**config.mk**
```make
export PLATFORM = sky130hd
export DESIGN_NAME = fetch_pc_unit_flat
export DESIGN_NICKNAME = d
export VERILOG_FILES = /design/src/rtl/fetch_pc_unit_if.sv /design/src/rtl/fetch_pc_unit.sv /design/src/flat_wrapper.sv
export SDC_FILE = /design/constraint.sdc
export NUM_CORES = 1
export LEC_CHECK = 0
export ABC_AREA = 1
export ABC_CLOCK_PERIOD_IN_PS = 2400
export BUFFER_PORTS_ARGS = -buffer_cell sky130_fd_sc_hd__clkbuf_2
export CAP_MARGIN = 20
export CORE_ASPECT_RATIO = 1.2
export CORE_MARGIN = 8
export CORE_UTILIZATION = 51
export DETAILED_ROUTE_END_ITERATION = 16
export HOLD_SLACK_MARGIN = 0.03
export PLACE_DENSITY = 0.82
export SLEW_MARGIN = 40
export SYNTH_ARGS = -nofsm -noshare
export SYNTH_HDL_FRONTEND = slang
export SYNTH_SLANG_ARGS = --single-unit
export TNS_END_PERCENT = 1
```
**constraint.sdc**
```tcl
create_clock -name clk -period 2.4 [get_ports clk]
set_input_delay 0.12 -clock clk [delete_from_list [all_inputs] [get_ports clk]]
set_output_delay 0.12 -clock clk [all_outputs]
set_load 0.05 [all_outputs]
```
**src/rtl/fetch_pc_unit_if.sv**
```systemverilog
// Fetch request and branch-resolution bundle: master = PC unit, slave = pipeline/imem side.
interface fetch_pc_unit_if;
  logic        fetch_ready;
  logic        stall;
  logic        fetch_valid;
  logic [31:0] fetch_pc;
  logic [31:0] pred_next_pc;
  logic        ex_valid;
  logic        ex_is_branch;
  logic        ex_is_jump;
  logic        ex_branch_taken;
  logic [31:0] ex_pc;
  logic [31:0] ex_target;
  logic [31:0] ex_pred_next;
  logic        flush;

  modport master (
    input  fetch_ready, stall, ex_valid, ex_is_branch, ex_is_jump, ex_branch_taken,
           ex_pc, ex_target, ex_pred_next,
    output fetch_valid, fetch_pc, pred_next_pc, flush
  );

  modport slave (
    output fetch_ready, stall, ex_valid, ex_is_branch, ex_is_jump, ex_branch_taken,
           ex_pc, ex_target, ex_pred_next,
    input  fetch_valid, fetch_pc, pred_next_pc, flush
  );
endinterface

```
**src/rtl/fetch_pc_unit.sv**
```systemverilog
// PC owner with BTB next-PC prediction (BTB present only when FETCH_BTB_EN is defined); redirect+flush one cycle
// after a mispredicting resolve, which overrides stall/!fetch_ready; otherwise PC advances on accept, holds on stall.
module fetch_pc_unit #(
  parameter logic [31:0] RESET_PC    = 32'h0000_0000,
  parameter int          BTB_ENTRIES = 8
) (
  input  logic            clk,
  input  logic            rst_n,
  fetch_pc_unit_if.master fe_if
);

  if (BTB_ENTRIES < 2 || (BTB_ENTRIES & (BTB_ENTRIES - 1)) != 0) begin : g_bad_entries
    $error("BTB_ENTRIES must be a power of two >= 2");
  end
  if (RESET_PC[1:0] != 2'b00) begin : g_bad_reset_pc
    $error("RESET_PC must be word aligned");
  end

  typedef enum logic {BOOT, RUN} state_e;

  state_e      state_q;
  logic        vld_q;
  logic        flush_q, flush_d;
  logic [31:0] pc_q, pc_d;
  logic [31:0] pred_next;
  logic [31:0] actual_next;
  logic        res, taken, mispredict;
  logic        unused_tgt_lo;

  assign res         = fe_if.ex_valid & (fe_if.ex_is_branch | fe_if.ex_is_jump);
  assign taken       = fe_if.ex_is_jump | fe_if.ex_branch_taken;
  assign actual_next = taken ? {fe_if.ex_target[31:2], 2'b00} : fe_if.ex_pc + 32'd4;
  assign mispredict  = res && (actual_next != fe_if.ex_pred_next);
  assign unused_tgt_lo = ^fe_if.ex_target[1:0];

  // Nothing can be in flight during BOOT, so a resolve there never redirects.
  always_comb begin
    pc_d    = pc_q;
    flush_d = 1'b0;
    if (state_q == RUN) begin
      if (mispredict) begin
        pc_d    = actual_next;
        flush_d = 1'b1;
      end else if (!fe_if.stall && fe_if.fetch_ready) begin
        pc_d = pred_next;
      end
    end
  end

  always_ff @(posedge clk or negedge rst_n) begin
    if (!rst_n) begin
      state_q <= BOOT;
      vld_q   <= 1'b0;
      pc_q    <= RESET_PC;
      flush_q <= 1'b0;
    end else begin
      pc_q    <= pc_d;
      flush_q <= flush_d;
      case (state_q)
        BOOT: begin
          state_q <= RUN;
          vld_q   <= 1'b1;
        end
        default: begin
          state_q <= RUN;
          vld_q   <= 1'b1;
        end
      endcase
    end
  end

  assign fe_if.fetch_valid  = vld_q;
  assign fe_if.fetch_pc     = pc_q;
  assign fe_if.pred_next_pc = pred_next;
  assign fe_if.flush        = flush_q;

`ifdef FETCH_BTB_EN
  localparam int IDX  = $clog2(BTB_ENTRIES);
  localparam int TAGW = 30 - IDX;

  logic [BTB_ENTRIES-1:0] btb_vld_q;
  logic [BTB_ENTRIES-1:0] btb_jmp_q;
  logic [TAGW-1:0]        btb_tag_q [BTB_ENTRIES];
  logic [29:0]            btb_tgt_q [BTB_ENTRIES];
  logic [1:0]             btb_ctr_q [BTB_ENTRIES];
  logic [IDX-1:0]         lk_idx, up_idx;
  logic                   lk_hit, up_hit;

  assign lk_idx    = pc_q[IDX+1:2];
  assign lk_hit    = btb_vld_q[lk_idx] && (btb_tag_q[lk_idx] == pc_q[31:IDX+2]);
  assign pred_next = (lk_hit && (btb_jmp_q[lk_idx] || btb_ctr_q[lk_idx][1]))
                   ? {btb_tgt_q[lk_idx], 2'b00} : pc_q + 32'd4;

  assign up_idx = fe_if.ex_pc[IDX+1:2];
  assign up_hit = btb_vld_q[up_idx] && (btb_tag_q[up_idx] == fe_if.ex_pc[31:IDX+2]);

  always_ff @(posedge clk or negedge rst_n) begin
    if (!rst_n) begin
      btb_vld_q <= '0;
    end else if (res && !up_hit && taken) begin
      btb_vld_q[up_idx] <= 1'b1;
    end
  end

  // Payload needs no reset: every read is qualified by btb_vld_q.
  always_ff @(posedge clk) begin
    if (res) begin
      if (up_hit && fe_if.ex_is_jump) begin
        btb_tgt_q[up_idx] <= actual_next[31:2];
        btb_ctr_q[up_idx] <= 2'b11;
      end else if (up_hit) begin
        if (taken) begin
          btb_tgt_q[up_idx] <= actual_next[31:2];
          if (btb_ctr_q[up_idx] != 2'b11) btb_ctr_q[up_idx] <= btb_ctr_q[up_idx] + 2'd1;
        end else if (btb_ctr_q[up_idx] != 2'b00) begin
          btb_ctr_q[up_idx] <= btb_ctr_q[up_idx] - 2'd1;
        end
      end else if (taken) begin
        btb_tag_q[up_idx] <= fe_if.ex_pc[31:IDX+2];
        btb_tgt_q[up_idx] <= actual_next[31:2];
        btb_jmp_q[up_idx] <= fe_if.ex_is_jump;
        btb_ctr_q[up_idx] <= fe_if.ex_is_jump ? 2'b11 : 2'b10;
      end
    end
  end
`else
  assign pred_next = pc_q + 32'd4;
`endif

endmodule

```
**src/flat_wrapper.sv**
```systemverilog
// flat-port wrapper written by rule: the top's interface ports become plain ports
module fetch_pc_unit_flat 
#(
  parameter logic [31:0] RESET_PC    = 32'h0000_0000,
  parameter int          BTB_ENTRIES = 8
)
  (clk, rst_n, fe_if_fetch_ready, fe_if_stall, fe_if_ex_valid, fe_if_ex_is_branch, fe_if_ex_is_jump, fe_if_ex_branch_taken, fe_if_ex_pc, fe_if_ex_target, fe_if_ex_pred_next, fe_if_fetch_valid, fe_if_fetch_pc, fe_if_pred_next_pc, fe_if_flush);
  fetch_pc_unit_if fe_if_i ();
  input  logic clk;
  input  logic rst_n;
  input wire logic [$bits(fe_if_i.fetch_ready)-1:0] fe_if_fetch_ready;
  input wire logic [$bits(fe_if_i.stall)-1:0] fe_if_stall;
  input wire logic [$bits(fe_if_i.ex_valid)-1:0] fe_if_ex_valid;
  input wire logic [$bits(fe_if_i.ex_is_branch)-1:0] fe_if_ex_is_branch;
  input wire logic [$bits(fe_if_i.ex_is_jump)-1:0] fe_if_ex_is_jump;
  input wire logic [$bits(fe_if_i.ex_branch_taken)-1:0] fe_if_ex_branch_taken;
  input wire logic [$bits(fe_if_i.ex_pc)-1:0] fe_if_ex_pc;
  input wire logic [$bits(fe_if_i.ex_target)-1:0] fe_if_ex_target;
  input wire logic [$bits(fe_if_i.ex_pred_next)-1:0] fe_if_ex_pred_next;
  output wire logic [$bits(fe_if_i.fetch_valid)-1:0] fe_if_fetch_valid;
  output wire logic [$bits(fe_if_i.fetch_pc)-1:0] fe_if_fetch_pc;
  output wire logic [$bits(fe_if_i.pred_next_pc)-1:0] fe_if_pred_next_pc;
  output wire logic [$bits(fe_if_i.flush)-1:0] fe_if_flush;
  assign fe_if_i.fetch_ready = fe_if_fetch_ready;
  assign fe_if_i.stall = fe_if_stall;
  assign fe_if_i.ex_valid = fe_if_ex_valid;
  assign fe_if_i.ex_is_branch = fe_if_ex_is_branch;
  assign fe_if_i.ex_is_jump = fe_if_ex_is_jump;
  assign fe_if_i.ex_branch_taken = fe_if_ex_branch_taken;
  assign fe_if_i.ex_pc = fe_if_ex_pc;
  assign fe_if_i.ex_target = fe_if_ex_target;
  assign fe_if_i.ex_pred_next = fe_if_ex_pred_next;
  assign fe_if_fetch_valid = fe_if_i.fetch_valid;
  assign fe_if_fetch_pc = fe_if_i.fetch_pc;
  assign fe_if_pred_next_pc = fe_if_i.pred_next_pc;
  assign fe_if_flush = fe_if_i.flush;
  fetch_pc_unit #(.RESET_PC(RESET_PC), .BTB_ENTRIES(BTB_ENTRIES)) u_core (.clk(clk), .rst_n(rst_n), .fe_if(fe_if_i));
endmodule
```
---- After elaboration in Yosys (flattened, before gate mapping) ----
Index checks and enable logic that the tools add are counted.
W data, S select, Z words.
storage, ports and cells
  RAM bits ................................ 0
  output and inout port bits .............. 66
  ROM bits ................................ 0
  register bits after elaboration ......... 34
  logic and storage cells ................. 19
  bits in latches ......................... 0
  memories kept ........................... 0
  bits of input ports ..................... 104
operators by class
  multipliers ............................. 0
  divide/modulo/power cells ............... 0
  muxes and demuxes ....................... 5
  bitwise logic cells ..................... 3
  $lt $le $gt $ge ......................... 0
  eq/ne operators ......................... 1
  shift operators ......................... 0
  $add $sub $neg .......................... 2
  reduce and logical (&&, ||, !) cells .... 5
operators with widths
  kind                     count
  $mux W32                 3
  $add A32 B3 Y32 const B  2
  $ne A32 B32 Y1           1
  $logic_and A1 B1 Y1      2
  $mux W1                  2
  $or A1 B1 Y1             2
  $reduce_and A2 Y1        1
  $reduce_bool A2 Y1       1
  $and A1 B1 Y1            1
  $logic_not A1 Y1         1

---- Longest topological paths before layout ----
  word-level depth ........................ 6
  depth in mapped cells ................... 22
  depth with buffers taken out ............ 21

---- Worst setup path after synthesis ----
Ideal clock, no wire load.
  kind .................................... reg-to-reg
  start ................................... reg u_core.pc_q[2], in the netlist u_core.fe_if.fetch_pc[2]
  end ..................................... reg u_core.pc_q[26], in the netlist u_core.fe_if.fetch_pc[26]
  required time ........................... 2.333 ns
  clock period less this slack ............ 3.456 ns
  cell stages (with the launch flop) ...... 14
  slack ................................... -1.056 ns
  arrival time ............................ 3.389 ns
  buffers on the path ..................... 0
  cell sequence ........................... dfrtp_1 > ha_1 > nand3_1 > nor3b_2 > nand4_1 > nor2_1 > nand3_1 > nor3_4 > nand4_1 > xnor2_1 > nand2_1 > nand2_1 > nand2_1 > nand2_1
on the way
  cells in the longest elaborated chain, start to end .. 3
RTL lines
  item                        RTL line              text
  start, declared             fetch_pc_unit.sv:24   logic [31:0] pc_q, pc_d;
  start signal, assigned      fetch_pc_unit.sv:57   pc_q <= pc_d;
  $add A32 B3 Y32             fetch_pc_unit.sv:127  assign pred_next = pc_q + 32'd4;
  via fe_if_pred_next_pc[26]  flat_wrapper.sv:22    output wire logic [$bits(fe_if_i.pred_next_pc)-1:0] fe_if_pred_next_pc;
  $mux W32                    fetch_pc_unit.sv:44   end else if (!fe_if.stall && fe_if.fetch_ready) begin
  $mux W32                    fetch_pc_unit.sv:41   if (mispredict) begin
The timed path passes the listed nets, and every way through them passes these cells. The select of a mux whose other input is x is not followed.
A chain may end at the register's enable or synchronous reset.

---- Final worst setup path ----
  start ................................... reg u_core.pc_q[3], in the netlist u_core.fe_if.fetch_pc[3]
  end ..................................... out fe_if_pred_next_pc[30]
on the way
  cells in the longest elaborated chain, start to end .. 1
RTL lines
  item             RTL line
  $add A32 B3 Y32  fetch_pc_unit.sv:127
  end, declared    flat_wrapper.sv:22
No other way between the ends.

==> impl_metrics.env <==
export IMPL_run_status="finished with violations"
export IMPL_violations="negative setup slack"
export IMPL_synth_cells=842
export IMPL_seqPwrFrac_pct=22.9
export IMPL_timing_final_ws_setup_ns=-0.202
export IMPL_switching_share_pct=54.3
export IMPL_cts_buffers=5
export IMPL_synth_area_leader_cell="sky130_fd_sc_hd__nand2_1"
export IMPL_crit_fanout=4
export IMPL_residual_drc=0
export IMPL_internal_power_w=0.00175
export IMPL_detail_route_wirelength_met1_mm=6.53
export IMPL_worstSetupPathType="flip-flop to primary output"
export IMPL_fin_crit_sh_pct=108
export IMPL_asyncSetResetFlopFracSynth_pct=100
export IMPL_drive_gt1_share_pct=30.2
export IMPL_worstPathRequired_ns=2.28
export IMPL_synth_simple_area_share_pct=60.6
export IMPL_yosys_warnings=0
export IMPL_path_clk_slew_ns=0.07
export IMPL_ant_nets=0
export IMPL_worst_hold_path_endpoint="u_core.fe_if.fetch_pc[1]"
export IMPL_area_overhead_vs_synth_pct=43.3
export IMPL_placeableCoreArea_sq_um=8610
export IMPL_rows=37
export IMPL_final_hold_viol_count=0
export IMPL_p_clk_share_pct=14.0
export IMPL_post_placement_cell_count=1171
export IMPL_io_pins=170
export IMPL_netlist_top_cells_count="364 x sky130_fd_sc_hd__nand2_1, 141 x sky130_fd_sc_hd__nand3_1, 103 x sky130_fd_sc_hd__inv_1, 58 x sky130_fd_sc_hd__nor2_1, 34 x sky130_fd_sc_hd__dfrtp_1"
export IMPL_htreeDepth=2
export IMPL_drt_vias_per_instance=5.16
export IMPL_wl_mm=17.2
export IMPL_worst_hold_startpoint="fe_if_ex_pc[1]"
export IMPL_chipWidth_um=102
export IMPL_fmax_mhz=384
export IMPL_routed_length_per_placed_instance_um=14.5
export IMPL_most_instantiated_library_cell_after_synthesis="sky130_fd_sc_hd__nand2_1"
export IMPL_power_density_nw_per_um2=589
export IMPL_relSlewSlack_pct=54.4
export IMPL_post_synth_top_area_fraction_pct=30.1
export IMPL_timing_reg2reg_setup_slack_ns=-0.02
export IMPL_met3RoutedLength_mm=1.35
export IMPL_global_route_wire_length_before_repair_mm=26.8
export IMPL_worst_slew_pin_slew_ns=0.684
export IMPL_setup_tns_final_ns=-0.891
export IMPL_skew_ns=0.00847
export IMPL_adder_cell_area_share_of_the_yosys_netlist_pct=0.551
export IMPL_layoutNonFillerInstCount=1186
export IMPL_worst_r2r_endpoint="u_core.fe_if.fetch_pc[24]"
export IMPL_grt_antenna_before_repair=0
export IMPL_post_synth_mux_area_share_pct=0
export IMPL_edff_count_synth=0
export IMPL_vias_in_the_first_global_route=5763
export IMPL_cp_arrival_ns=2.48
export IMPL_synth_compound_area_share_pct=2.64
export IMPL_insertedDiodeCount=0
export IMPL_synth_ff_type="sky130_fd_sc_hd__dfrtp_1"
export IMPL_cellLeakagePower_nw=3.82
export IMPL_worstSetupStartpointType="flip-flop"
export IMPL_clock_latency_ns=0.30
export IMPL_combPwrFrac_pct=63.2
export IMPL_route_vias_total=6120
export IMPL_holdWs_ns=0.111
export IMPL_worstReg2RegStart="u_core.fe_if.fetch_pc[3]"
export IMPL_rsz_0062_raised_after_global_routing="true"
export IMPL_cts_max_path_buffers=2
export IMPL_gp_routability_congestion=0.930
export IMPL_synth_area_sq_um=4550
export IMPL_net_switching_power_w=0.00208
export IMPL_die_area_sq_um=12200
export IMPL_synth_seq_area_share_pct=18.7
export IMPL_dominant_combinational_cell_family_by_area_after_synthesis="simple AND/OR/NAND/NOR gates"
export IMPL_drt_initial_drc_count=301
export IMPL_hold_depth=3
export IMPL_synth_seq_cells=34
export IMPL_synth_cell_types=37
export IMPL_met2RoutedLength_mm=8.89
export IMPL_clock_sinks=34
export IMPL_synth_top_cells_by_area="sky130_fd_sc_hd__nand2_1 30%, sky130_fd_sc_hd__dfrtp_1 19%, sky130_fd_sc_hd__nand3_1 16%"
export IMPL_slew_viol_final=0
export IMPL_number_of_max_cap_violations=0
export IMPL_gr_usage_all_layers_pct=26.9
export IMPL_synth_xor_xnor_area_share_pct=5.20
export IMPL_grt_remaining_overflow=0
export IMPL_period_needed_ns=2.60
export IMPL_post_synth_cell_area_avg_sq_um=5.40
export IMPL_report_final_setup_viol=8
export IMPL_nNetsFinal=1174
export IMPL_die_height_um=119
export IMPL_detailedPlacementHpwl_mm=13.8
export IMPL_detailedRoute_firstPassIterationCount=5
export IMPL_place_ws_ns=-0.266
export IMPL_cts_tree="done"
export IMPL_peakVddDrop_v=0.000296
export IMPL_root_buffer="sky130_fd_sc_hd__clkbuf_8"
export IMPL_highest_routing_layer_actually_used="met4"
export IMPL_starting_density_pct=52.8
export IMPL_end_kind="primary output"
export IMPL_final_core_util_pct=75.6
export IMPL_timing_hold_worst_class="primary input to flip-flop"
export IMPL_largest_net_degree_at_the_start_of_global_routing=36
export IMPL_portBuffers=167
export IMPL_r2r_cells=15
export IMPL_mapped_nets=948
## worst max-delay path, cell delays in order (launching register included)
cell and delay (ns):
sky130_fd_sc_hd__dfrtp_2 0.39, sky130_fd_sc_hd__ha_4 0.15, sky130_fd_sc_hd__nand3_4 0.09, sky130_fd_sc_hd__nor3b_4 0.21, sky130_fd_sc_hd__nand4_1 0.17, sky130_fd_sc_hd__nor2_2 0.15
sky130_fd_sc_hd__nand3_2 0.11, sky130_fd_sc_hd__nor3_4 0.23, sky130_fd_sc_hd__nand4_1 0.26, sky130_fd_sc_hd__xnor2_4 0.26, sky130_fd_sc_hd__buf_12 0.16
## flip-flops by register name (all words and copies together) (netlist names)
signal / flops
u_core.fe_if.flush: 1
u_core.state_q: 1
u_core.fe_if.fetch_pc: 32
## metrics by stage
step                area, sq um  total power (W)
floorplan                  4670          0.00244
global placement           6160          0.00314
detailed placement         6160          0.00318
CTS                        6420          0.00377
global route               6510          0.00403
finish                     6510          0.00384
## cells by family (layout without fill, tap and decap cells)
logic type,Yosys count,after routing
AOI/OAI and AO/OA,19,19
xor gates and xnor gates,27,27
adders and majority gates,2,2
buffers and inverters,132,359
DFF,34,34
other,1,1
and+or+nand+nor,627,627
## area by class of cell
cell class	count	area, sq um
inverter	104	390
sequential	34	856
tap	117	146
timing repair buffer	247	1590
clock inverter	3	40.0
clock buffer	5	68.8
multi-input combinational	676	3420
fill	735	2100
## layer usage
metal  global-route usage (%)  up-vias
met5                        0        -
met4                     8.92        0
met3                     3.90       42
met2                     48.9      288
met1                     30.8     2721
li1                         -     3069
## power by group through the flow
stage	registers (W)	logic (W)	clock network, W
4_1_cts	0.000862	0.00237	0.000535
5_1_grt	0.000896	0.00258	0.000558
6_report	0.000878	0.00242	0.000536
3_3_place_gp	0.000858	0.00229	0
3_5_place_dp	0.000862	0.00232	0
2_1_floorplan	0.00128	0.00116	0
## layout by cell type (no fill, tap or decap), types with 2 or more instances in the layout
master	count
sky130_fd_sc_hd__nand2_1	362
sky130_fd_sc_hd__clkbuf_2	153
sky130_fd_sc_hd__nand3_1	135
sky130_fd_sc_hd__inv_1	103
sky130_fd_sc_hd__buf_4	79
sky130_fd_sc_hd__nor2_1	52
sky130_fd_sc_hd__dfrtp_1	30
sky130_fd_sc_hd__or2_2	18
sky130_fd_sc_hd__xor2_1	13
sky130_fd_sc_hd__nand4_1	9
sky130_fd_sc_hd__nor2_4	8
sky130_fd_sc_hd__nand3b_1	8
sky130_fd_sc_hd__buf_12	8
sky130_fd_sc_hd__nor2_2	7
sky130_fd_sc_hd__clkbuf_8	6
sky130_fd_sc_hd__xor2_2	5
sky130_fd_sc_hd__o21bai_1	5
sky130_fd_sc_hd__nand3_4	4
sky130_fd_sc_hd__nor3_1	4
sky130_fd_sc_hd__nand3_2	4
sky130_fd_sc_hd__nand2_2	4
sky130_fd_sc_hd__o21ai_0	4
sky130_fd_sc_hd__dfrtp_2	4
sky130_fd_sc_hd__xnor2_4	3
sky130_fd_sc_hd__xnor2_1	3
sky130_fd_sc_hd__a21oi_1	3
sky130_fd_sc_hd__and2_1	3
sky130_fd_sc_hd__clkbuf_4	3
sky130_fd_sc_hd__nor4_1	2
sky130_fd_sc_hd__nor3_2	2
sky130_fd_sc_hd__nor3_4	2
sky130_fd_sc_hd__xor2_4	2
sky130_fd_sc_hd__o21ai_1	2
sky130_fd_sc_hd__o211ai_1	2
sky130_fd_sc_hd__clkinv_2	2
## how the worst max path moves through the flow
stage	from	endpoint	slack, ns
6_report	u_core.fe_if.fetch_pc[3]	fe_if_pred_next_pc[30]	-0.20
5_1_grt	u_core.fe_if.fetch_pc[3]	fe_if_pred_next_pc[30]	-0.37
4_1_cts	u_core.fe_if.fetch_pc[2]	fe_if_pred_next_pc[29]	-0.20
3_5_place_dp	fe_if_ex_pc[2]	u_core.fe_if.fetch_pc[29]	-0.27
2_1_floorplan	u_core.fe_if.fetch_pc[2]	u_core.fe_if.fetch_pc[26]	-0.49
3_3_place_gp	fe_if_ex_pc[2]	u_core.fe_if.fetch_pc[29]	-0.19
## repair_timing
action | 4_1_cts | 5_1_grt
gates resized for setup | 20 | 26
pin swaps | 13 | 8
endpoints found under the setup margin | 24 | 47
gates cloned | 0 | 0
hold buffers | 1 | 0
hold endpoints to repair | 34 | 0
setup buffers | 5 | 1
(Power assumes the default switching activity.)
